### config.mk
export PLATFORM = sky130hd
export DESIGN_NAME = fwd_hazard_unit
export DESIGN_NICKNAME = d
export VERILOG_FILES = /design/src/rtl/fwd_hazard_unit.sv
export SDC_FILE = /design/constraint.sdc
export NUM_CORES = 1
export LEC_CHECK = 0
export CAP_MARGIN = 20
export CORE_AREA = 2 2 63 65
export DETAILED_ROUTE_END_ITERATION = 10
export DIE_AREA = 0 0 65 67
export PLACE_DENSITY = 0.77
export SYNTH_ARGS = -nofsm -noshare
export SYNTH_HDL_FRONTEND = slang
export SYNTH_SLANG_ARGS = --single-unit
### constraint.sdc
create_clock -name clk -period 2.3 [get_ports clk]
set_input_delay 0.23 -clock clk [delete_from_list [all_inputs] [get_ports clk]]
set_output_delay 0.23 -clock clk [all_outputs]
set_load 0.1 [all_outputs]
### src/rtl/fwd_hazard_unit.sv
// Forwarding and load-use hazard unit for a 5-stage MIPS pipeline.
// Produces registered EX-stage operand-select codes (00 = register file,
// 01 = EX/MEM result, 10 = MEM/WB result), a combinational load-use stall,
// and a saturating count of stall cycles.
//
// The unit shadows the EX and MEM occupants of the pipeline. A WB shadow is
// not kept: once an instruction is in WB its result is already in the
// register file for a reader entering EX, so it can never be the source of
// a forward. For the same reason the MEM shadow drops the load flag, because
// a load's data is available for forwarding from MEM/WB.
module fwd_hazard_unit #(
   parameter int REG_AW = 5,
   parameter int CNT_W  = 16
) (
   input  logic              clk,
   input  logic              reset,
   input  logic              id_valid,
   input  logic [REG_AW-1:0] id_rs,
   input  logic [REG_AW-1:0] id_rt,
   input  logic [REG_AW-1:0] id_dst,
   input  logic              id_reg_write,
   input  logic              id_mem_read,
   input  logic              flush,
   output logic              stall,
   output logic [1:0]        sel_a,
   output logic [1:0]        sel_b,
   output logic              ex_valid,
   output logic [CNT_W-1:0]  stall_count
);

   localparam logic [1:0] SEL_RF    = 2'b00;
   localparam logic [1:0] SEL_EXMEM = 2'b01;
   localparam logic [1:0] SEL_MEMWB = 2'b10;

   // EX shadow slot
   logic              ex_valid_q, ex_valid_d;
   logic [REG_AW-1:0] ex_dst_q, ex_dst_d;
   logic              ex_rw_q, ex_rw_d;
   logic              ex_mr_q, ex_mr_d;

   // MEM shadow slot
   logic              mem_valid_q, mem_valid_d;
   logic [REG_AW-1:0] mem_dst_q, mem_dst_d;
   logic              mem_rw_q, mem_rw_d;

   // Registered outputs
   logic [1:0]        sel_a_q, sel_a_d;
   logic [1:0]        sel_b_q, sel_b_d;
   logic [CNT_W-1:0]  cnt_q, cnt_d;

   // Hazard detection and per-operand source matches
   logic haz;
   logic load_real;
   logic ex_hit_a, ex_hit_b, mem_hit_a, mem_hit_b;

   // Select code for one operand; the younger EX/MEM result beats MEM/WB.
   function automatic logic [1:0] pick_sel(input logic ex_hit, input logic mem_hit);
      if (ex_hit) begin
         return SEL_EXMEM;
      end else if (mem_hit) begin
         return SEL_MEMWB;
      end else begin
         return SEL_RF;
      end
   endfunction

   // Detect a load in EX feeding the ID instruction, and find which in-flight slots write each source
   always_comb begin
      haz = id_valid & ex_valid_q & ex_mr_q & ex_rw_q & (ex_dst_q != '0) &
            ((ex_dst_q == id_rs) | (ex_dst_q == id_rt));
      ex_hit_a  = ex_valid_q  & ex_rw_q  & (ex_dst_q  == id_rs) & (id_rs != '0);
      ex_hit_b  = ex_valid_q  & ex_rw_q  & (ex_dst_q  == id_rt) & (id_rt != '0);
      mem_hit_a = mem_valid_q & mem_rw_q & (mem_dst_q == id_rs) & (id_rs != '0);
      mem_hit_b = mem_valid_q & mem_rw_q & (mem_dst_q == id_rt) & (id_rt != '0);
      stall     = haz & ~flush & ~reset;
      load_real = id_valid & ~stall & ~flush;
   end

   // Next-state: advance the shadow pipeline, load EX with the ID instruction or a bubble, bump the stall counter
   always_comb begin
      mem_valid_d = ex_valid_q;
      mem_dst_d   = ex_dst_q;
      mem_rw_d    = ex_rw_q;
      ex_valid_d  = 1'b0;
      ex_dst_d    = '0;
      ex_rw_d     = 1'b0;
      ex_mr_d     = 1'b0;
      sel_a_d     = SEL_RF;
      sel_b_d     = SEL_RF;
      cnt_d       = cnt_q;
      if (load_real) begin
         ex_valid_d = 1'b1;
         ex_dst_d   = id_dst;
         ex_rw_d    = id_reg_write;
         ex_mr_d    = id_mem_read;
         sel_a_d    = pick_sel(ex_hit_a, mem_hit_a);
         sel_b_d    = pick_sel(ex_hit_b, mem_hit_b);
      end
      if (stall && (cnt_q != {CNT_W{1'b1}})) begin
         cnt_d = cnt_q + {{(CNT_W-1){1'b0}}, 1'b1};
      end
   end

   // State registers; reset clears every slot and output
   always_ff @(posedge clk) begin
      if (reset) begin
         ex_valid_q  <= 1'b0;
         ex_dst_q    <= '0;
         ex_rw_q     <= 1'b0;
         ex_mr_q     <= 1'b0;
         mem_valid_q <= 1'b0;
         mem_dst_q   <= '0;
         mem_rw_q    <= 1'b0;
         sel_a_q     <= SEL_RF;
         sel_b_q     <= SEL_RF;
         cnt_q       <= '0;
      end else begin
         ex_valid_q  <= ex_valid_d;
         ex_dst_q    <= ex_dst_d;
         ex_rw_q     <= ex_rw_d;
         ex_mr_q     <= ex_mr_d;
         mem_valid_q <= mem_valid_d;
         mem_dst_q   <= mem_dst_d;
         mem_rw_q    <= mem_rw_d;
         sel_a_q     <= sel_a_d;
         sel_b_q     <= sel_b_d;
         cnt_q       <= cnt_d;
      end
   end

   assign sel_a       = sel_a_q;
   assign sel_b       = sel_b_q;
   assign ex_valid    = ex_valid_q;
   assign stall_count = cnt_q;

endmodule

# [Word level (Yosys, flattened, before mapping)]
# Index checks and enable logic that the tools add are counted.
# Widths: inputs -> output; s select.
[op_classes] n_reduce_logical=7 bitwise=24 add_sub_neg=1 mux=5 n_eq_ne=5
[op_table] operator="$eq 5x5->1" n=4
[op_table] operator="$and 1x1->1" n=19
[op_table] operator="$add 16x1->16 const B" n=1
[op_table] operator="$ne 16x16->1 const B" n=1
[op_table] operator="$reduce_bool 5->1" n=3
[op_table] operator="$reduce_or 3->1" n=2
[op_table] operator="$mux 2" n=2
[op_table] operator="$not 1->1" n=4
[op_table] operator="$mux 1" n=3
[op_table] operator="$reduce_or 2->1" n=1
[op_table] operator="$logic_and 1x1->1" n=1
[op_table] operator="$or 1x1->1" n=1
[word_totals] out_inout_bits=22 elab_cells=54 ff_bits=35 inputBits=21

# [Longest topological paths before layout]
# Gate-level depths: netlist of the first run.
[logic_depth] ltp_word=12 mapped_depth=8 mapped_depth_nobuf=7

# [Least setup slack after synthesis of the first run]
# OpenSTA, ideal clock, no wires.
[synth_path] kind="register to register" startpoint="reg ex_valid_q, in the netlist ex_valid" endpoint="reg ex_dst_q[0]" setup_ns=0.115 t_required_ns=2.185 period_less_slack_ns=3.317 path_stages_with_launch=7 arrival_ns=3.202 slack_ns=-1.017 path_cell_list="dfxtp_1 -> nand2_1 -> or4b_4 -> buf_6 -> a21oi_2 -> nor2_1 -> and2_1"
[synth_between] elab_chain_cells=12
[synth_rtl] element="start: declaration" line_no="36" text="logic ex_valid_q, ex_valid_d;"
[synth_rtl] element="start signal: assignment" line_no="118" text="ex_valid_q <= ex_valid_d;"
[synth_rtl] element="$and 1x1->1 (5 in a row)" line_no="69" text="haz = id_valid & ex_valid_q & ex_mr_q & ex_rw_q & (ex_dst_q != '0) &"
[synth_rtl] element="$and 1x1->1 (2 in a row)" line_no="75" text="stall = haz & ~flush & ~reset;"
[synth_rtl] element="named net stall" line_no="24" text="output logic stall,"
[synth_rtl] element="$not 1->1" line_no="76" text="load_real = id_valid & ~stall & ~flush;"
[synth_rtl] element="$and 1x1->1 (2 in a row)" line_no="76"
[synth_rtl] element="$not 1->1 (no source line)"
[synth_rtl] element="$reduce_or 2->1 (no source line)"
[synth_rtl] element="end signal: assignment" line_no="119" text="ex_dst_q <= ex_dst_d;"
[synth_rtl] element="end: declaration" line_no="37" text="logic [REG_AW-1:0] ex_dst_q, ex_dst_d;"
# The timed path passes the listed nets, and every way through them passes these cells.
# A chain may end at the register's enable or synchronous reset.

# [Worst setup path in the final report of the first run]
[layout_path] startpoint="reg ex_dst_q[4]" endpoint="out stall"
[layout_between] elab_chain_cells=5 elab_cells_between_ends=8 cone_classes="eq/ne (2); bitwise (5); reduce/logical (1)"
[layout_rtl] element="$eq 5x5->1 / $reduce_bool 5->1 (equally long branches)" line_no="70, 69"
[layout_rtl] element="$or 1x1->1 / $and 1x1->1 (equally long branches)" line_no="70, 69"
[layout_rtl] element="$and 1x1->1 (*)" line_no="69"
[layout_rtl] element="$and 1x1->1 (*) (2 in a row)" line_no="75"
[layout_rtl] element="end: declaration" line_no="24"
# Every way passes the cells marked *; elsewhere a longest branch is shown, timed or not.

==> results of run 1 <==
[synthesized netlist by cell type (2+ instances only)]
library cell and number:
sky130_fd_sc_hd__nor3_1 4, sky130_fd_sc_hd__or4_1 3, sky130_fd_sc_hd__a211oi_4 2, sky130_fd_sc_hd__xnor2_1 17, sky130_fd_sc_hd__buf_2 2, sky130_fd_sc_hd__nor4_1 2, sky130_fd_sc_hd__buf_6 2, sky130_fd_sc_hd__clkbuf_1 2
sky130_fd_sc_hd__and4_1 2, sky130_fd_sc_hd__nand2_1 5, sky130_fd_sc_hd__nand4_1 3, sky130_fd_sc_hd__nor2b_1 9, sky130_fd_sc_hd__nor2_1 20, sky130_fd_sc_hd__a2111oi_2 6, sky130_fd_sc_hd__dfxtp_1 35, sky130_fd_sc_hd__nor4b_1 2
sky130_fd_sc_hd__mux2_1 2, sky130_fd_sc_hd__nand3_1 11, sky130_fd_sc_hd__and2_1 7, sky130_fd_sc_hd__a21oi_1 4, sky130_fd_sc_hd__nand3b_1 2, sky130_fd_sc_hd__and3_1 4, sky130_fd_sc_hd__xor2_1 12, sky130_fd_sc_hd__nand2b_1 2
[critical path: cells and delay by family (launching register included)]
kind                   cells  cell delay, ns
AOI/OAI and AO/OA          1            0.21
and+or+nand+nor            3            0.70
buffers and inverters      2            0.38
DFF                        1            0.38
[flip-flops by register name, indices dropped and copies added (netlist names), 2 cells and up]
signal	flops
sel_a	2
mem_dst_q	5
stall_count	16
ex_dst_q	5
sel_b	2
[power by group through the flow]
| stage | logic (W) | clock network, W | registers [W] |
|---|---|---|---|
| after floorplan | 0.0000453 | 0 | 0.000634 |
| after global placement | 0.000105 | 0 | 0.000630 |
| after detailed placement | 0.000109 | 0 | 0.000631 |
| after CTS | 0.000109 | 0.000450 | 0.000617 |
| after global routing | 0.000117 | 0.000479 | 0.000618 |
| final | 0.000109 | 0.000431 | 0.000617 |
[final cells by class]
cell class,count,area (um^2)
timing repair buffer,55,500
sequential,35,728
multi-input combinational,135,1010
clock buffer,5,68.8
tap,48,60.1
fill,294,1220
clock inverter,3,20.0
[metrics by stage]
stage	total power (W)	setup slack [ns]	area, um^2	instances	setup TNS, ns
2_1_floorplan	0.000680	0.00377	1770	176	0
3_3_place_gp	0.000735	-0.0441	2280	272	-0.294
3_5_place_dp	0.000740	-0.122	2280	272	-0.627
4_1_cts	0.00118	0.0940	2380	281	0
5_1_grt	0.00121	0.0365	2380	281	0
6_report	0.00116	0.105	2380	281	0
[cells by family (layout without fill, tap and decap cells)]
family,Yosys count,count (layout),synth area share
AOI/OAI and AO/OA,19,19,0.123
xor gates and xnor gates,29,29,0.147
adders and majority gates,1,1,0.00724
buffers and inverters,6,63,0.0232
DFF,35,35,0.406
muxes,3,3,0.0188
and+or+nand+nor,83,83,0.275
[worst paths after layout]
kind                            cells past startpoint                            to
worst max-delay path                                6                         stall
worst max register to register                      7  stall_count[15]$_SDFFE_PP0P_
worst min-delay path                                1           mem_rw_q$_SDFF_PP0_
worst min register to register                      1           mem_rw_q$_SDFF_PP0_
[metal layers]
layer,share of wire,track usage
met1,0.40,0.214
met2,0.54,0.387
met3,0.046,0.0490
met4,0.015,0.0878
met5,0,0
[timing repair]
| item | in CTS | in global routing |
|---|---|---|
| gates resized for setup | 4 | 0 |
| setup endpoints to repair | 1 | 0 |
| buffers inserted | 1 | 0 |
==> out/qor.yml, run 1 <==
run_status: "complete, no violations"
die-height_um: 67
finalWeightedCongestion: 0.927
clock_tree.root_cell: "sky130_fd_sc_hd__clkbuf_8"
min_from: "ex_rw_q$_SDFF_PP0_"
power.net_switching_w: 0.000275
die-area_um2: 4360
ir_worst_vdd_uv: 392
synth_area_per_cell_um2: 9.82
grt_first_pass_wirelength_mm: 6.80
critical_path.startpoint: "ex_dst_q[4]$_SDFF_PP0_"
wire_per_inst_um: 14.2
detail_route.first_pass.iterations: 4
power.switching_fraction: 0.238
floorplan.core_area_um2: 3610
number_of_hold_buffers_added_after_cts: 0
commonest_non_fill_non_tap_cell_in_the_layout: "sky130_fd_sc_hd__buf_4"
antenna_left: 0
drc_violation_count_after_routing: 0
path_class: "reg -> out"
initial_utilization: 0.479
slew_at_the_pin_closest_to_its_max_slew_limit_ns: 0.583
cts_sinks: 35
cellInternalPower_w: 0.000881
power_leakage_nw: 0.878
slowest_stage: "sky130_fd_sc_hd__or4b_4"
number_of_antenna_violations_at_the_first_check_in_global_routing: 0
worst_setup_path_start_kind: "register"
mappedNetlistNets: 198
yosys.area.top_type: "sky130_fd_sc_hd__dfxtp_1"
synthToLayoutAreaGrowth_pct: 38.0
p_clk_frac: 0.372
syn_std_cell_area_um2: 1730
crit_required_ns: 2.07
synth_seq_area_share: 0.406
timing_max_transition_violations_final: 0
h-tree-depth: 2
critPathCaptureType: "output port"
detail_route.vias_per_cell: 5.31
ys_dominant_reg_cell: "sky130_fd_sc_hd__dfxtp_1"
dpl.hpwl_mm: 3.19
post_synth_main_area_contributors: "sky130_fd_sc_hd__dfxtp_1 (41%), sky130_fd_sc_hd__xnor2_1 (8.6%), sky130_fd_sc_hd__xor2_1 (6.1%), sky130_fd_sc_hd__a2111oi_2 (5.2%), sky130_fd_sc_hd__nor2_1 (4.3%)"
rsz0062_at_grt: "false"
io-pin-count: 43
critical_path.cell_chain: "or4_1 > nor2_1 > or4b_4 > buf_4 > a21oi_4 > buf_12"
seq_power_share: 0.533
report.final.setup_viol: 0
clk-insertion-delay-late_ns: 0.28
die_width_um: 65
standard_cell_row_count: 22
skew_ns: 0.00675
pwr_density_cell_nw_per_um2: 485
synthCells: 176
grt_start_max_net_pins: 27
postRouteWirelength_mm: 4.00
final_nets: 254
achievable-frequency_ghz: 0.456
most-common-layout-cells: "sky130_fd_sc_hd__buf_4 (32), sky130_fd_sc_hd__clkdlybuf4s50_1 (20), sky130_fd_sc_hd__dfxtp_2 (19), sky130_fd_sc_hd__nor2_1 (18), sky130_fd_sc_hd__xnor2_1 (17)"
first_global_vias: 1577
synth_warnings: 0
hold_class: "reg -> reg"
timing.final.hold_violations: 0
antennaDiodeCount: 0
critical_path.reg2reg.startpoint: "ex_dst_q[4]$_SDFF_PP0_"
dr.first_iter.drc_count: 76
cts_buffers: 5
worst_reg2reg_setup_slack_ns: 0.13
critPathMaxFanout: 4
vias: 1492
layout_worst_path_cycle_share: 0.954
tritoncts: "done"
global_route.usage.total: 0.205
slowest_delay_ns: 0.53
drive_gt1_frac: 0.343
grt.overflow.total: 0
critPathArrivalTime_ns: 1.96
port-buffer-count: 42
synth_async_sr_flop_share: 0
clock_path_buffers: 2
timing.final.crit_period_ns: 2.19
final_core_util: 0.661
pwr-share-comb: 0.094
synth_cell_type_count: 40
final.hold.worst_slack_ns: 0.483
number_of_max_cap_violations: 0
postSynthRegisterBits: 35
synth_edf_count: 0
synth_top_area_share: 0.406
timing.max_slew.rel_slack: 0.611
clkTransAtPathRegs_ns: 0.07
(Power assumes the default switching activity.)
==> run 2, diff against run 1 <==
--- a/config.mk
+++ b/config.mk
@@ -5,8 +5,8 @@
 export SDC_FILE = /design/constraint.sdc
 export NUM_CORES = 1
 export LEC_CHECK = 0
-export CAP_MARGIN = 20
 export CORE_AREA = 2 2 63 65
+export CTS_CLUSTER_SIZE = 25
 export DETAILED_ROUTE_END_ITERATION = 10
 export DIE_AREA = 0 0 65 67
 export PLACE_DENSITY = 0.77
==> results of run 2 <==
Same layout as run 1: the final DEF is identical, and so are final timing and power.
==> run 3, diff against run 2 <==
--- a/config.mk
+++ b/config.mk
@@ -9,7 +9,8 @@
 export CTS_CLUSTER_SIZE = 25
 export DETAILED_ROUTE_END_ITERATION = 10
 export DIE_AREA = 0 0 65 67
-export PLACE_DENSITY = 0.77
+export PLACE_DENSITY_LB_ADDON = 0.15
+export SLEW_MARGIN = 25
 export SYNTH_ARGS = -nofsm -noshare
 export SYNTH_HDL_FRONTEND = slang
 export SYNTH_SLANG_ARGS = --single-unit
==> constraint.sdc (replaced) <==
create_clock -name clk -period 2.45 [get_ports clk]
set_input_delay 0.245 -clock clk [delete_from_list [all_inputs] [get_ports clk]]
set_output_delay 0.245 -clock clk [all_outputs]
set_load 0.1 [all_outputs]
==> out/qor.yml, run 3 (same netlist as run 1, synthesis figures left out) <==
layout_worst_path_cycle_share: 0.919
finish.cell_count_without_fillers: 276
power.switching_fraction: 0.217
final.hold.worst_slack_ns: 0.467
hold_class: "reg -> reg"
most-common-layout-cells: "sky130_fd_sc_hd__buf_4 (27), sky130_fd_sc_hd__dfxtp_1 (21), sky130_fd_sc_hd__nor2_1 (20), sky130_fd_sc_hd__clkdlybuf4s50_1 (20), sky130_fd_sc_hd__xnor2_1 (17)"
seq_power_share: 0.487
critPathArrivalTime_ns: 2.01
achievable-frequency_ghz: 0.444
number_of_max_cap_violations: 0
detail_route.vias_per_cell: 5.31
clk-insertion-delay-late_ns: 0.28
die-area_um2: 4360
grt_first_pass_wirelength_mm: 6.27
p_total_w: 0.00119
crit_required_ns: 2.20
cts.repair.resized: 0
critical_path.startpoint: "ex_dst_q[3]$_SDFF_PP0_"
cellInternalPower_w: 0.000930
power_leakage_nw: 0.869
cts_buffers: 5
die_width_um: 65
tritoncts: "done"
timing.final.crit_period_ns: 2.25
report.final.setup_viol: 0
drive_gt1_frac: 0.289
dpl.hpwl_mm: 2.88
dr.first_iter.drc_count: 161
detail_route.first_pass.iterations: 4
initial_utilization: 0.479
finalWeightedCongestion: 0.964
drc_violation_count_after_routing: 0
postRouteWirelength_mm: 3.73
timing.setup.tns_ns: 0
clkTransAtPathRegs_ns: 0.07
critPathCaptureType: "output port"
global_route.usage.total: 0.189
timing.max_slew.rel_slack: 0.596
number_of_antenna_violations_at_the_first_check_in_global_routing: 0
grt.overflow.total: 0
antenna_left: 0
die-height_um: 67
first_global_vias: 1403
p_clk_frac: 0.431
path_class: "reg -> out"
post-place-cells: 268
hold_depth: 1
power.net_switching_w: 0.000258
grt_start_max_net_pins: 27
synthToLayoutAreaGrowth_pct: 36.1
worst_setup_path_start_kind: "register"
timing_max_transition_violations_final: 0
wire_per_inst_um: 13.5
worst-r2r-cell-count: 6
antennaDiodeCount: 0
commonest_non_fill_non_tap_cell_in_the_layout: "sky130_fd_sc_hd__buf_4"
standard_cell_row_count: 22
floorplan.core_area_um2: 3610
critPathMaxFanout: 8
timing.final.hold_violations: 0
port-buffer-count: 42
slew_at_the_pin_closest_to_its_max_slew_limit_ns: 0.604
final_nets: 249
clock_tree.root_cell: "sky130_fd_sc_hd__clkbuf_8"
number_of_hold_buffers_added_after_cts: 0
skew_ns: 0.00308
io-pin-count: 43
cts_setup_buffers: 0
critical_path.reg2reg.startpoint: "ex_dst_q[3]$_SDFF_PP0_"
largest_reg_flops: 16
pwr_density_cell_nw_per_um2: 505
cts_sinks: 35
h-tree-depth: 2
ir_worst_vdd_uv: 374
clock_path_buffers: 2
min_from: "ex_rw_q$_SDFF_PP0_"
pwr-share-comb: 0.082
run_status: "complete, no violations"
final_core_util: 0.652
rsz0062_at_grt: "false"
vias: 1465
-- run 3: layout make-up --
type | count | area [um^2]
clock inverter | 3 | 43.8
fill | 317 | 1250
timing repair buffer | 50 | 463
sequential | 35 | 721
clock buffer | 5 | 68.8
multi-input combinational | 135 | 995
tap | 48 | 60.1
-- run 3: final timing paths --
check | end | slack (ns)
worst max-delay path | stall | 0.20
worst min-delay path | mem_rw_q$_SDFF_PP0_ | 0.47
worst max register to register | stall_count[15]$_SDFFE_PP0P_ | 0.28
worst min register to register | mem_rw_q$_SDFF_PP0_ | 0.47
-- run 3: per-stage QoR --
step / instance area, um^2 / setup WS, ns
after floorplan: 1760 / 0.0146
after global placement: 2240 / 0.0528
after detailed placement: 2240 / 0.00421
after CTS: 2350 / 0.186
after global routing: 2350 / 0.130
final: 2350 / 0.199
-- run 3: power groups by stage --
stage	logic [W]	registers, W	clock network [W]
floorplan	0.0000417	0.000595	0
global placement	0.0000951	0.000591	0
detailed placement	0.0000976	0.000592	0
CTS	0.0000980	0.000579	0.000524
global route	0.000105	0.000579	0.000553
finish	0.0000975	0.000579	0.000511
-- run 3: layer usage --
| layer | track usage | routed length [um] | vias up |
|---|---|---|---|
| li1 | - | - | 723 |
| met1 | 0.237 | 1650 | 688 |
| met2 | 0.298 | 1790 | 46 |
| met3 | 0.0557 | 213 | 8 |
| met4 | 0.0878 | 75 | 0 |
| met5 | 0 | 0 | - |
-- run 3: worst max-delay path, stage by stage, from the launching register on --
cell                      delay, ns
sky130_fd_sc_hd__dfxtp_1       0.42
sky130_fd_sc_hd__or4_1         0.14
sky130_fd_sc_hd__nor2_1        0.04
sky130_fd_sc_hd__or4b_4        0.65
sky130_fd_sc_hd__a21oi_4       0.25
sky130_fd_sc_hd__buf_12        0.21
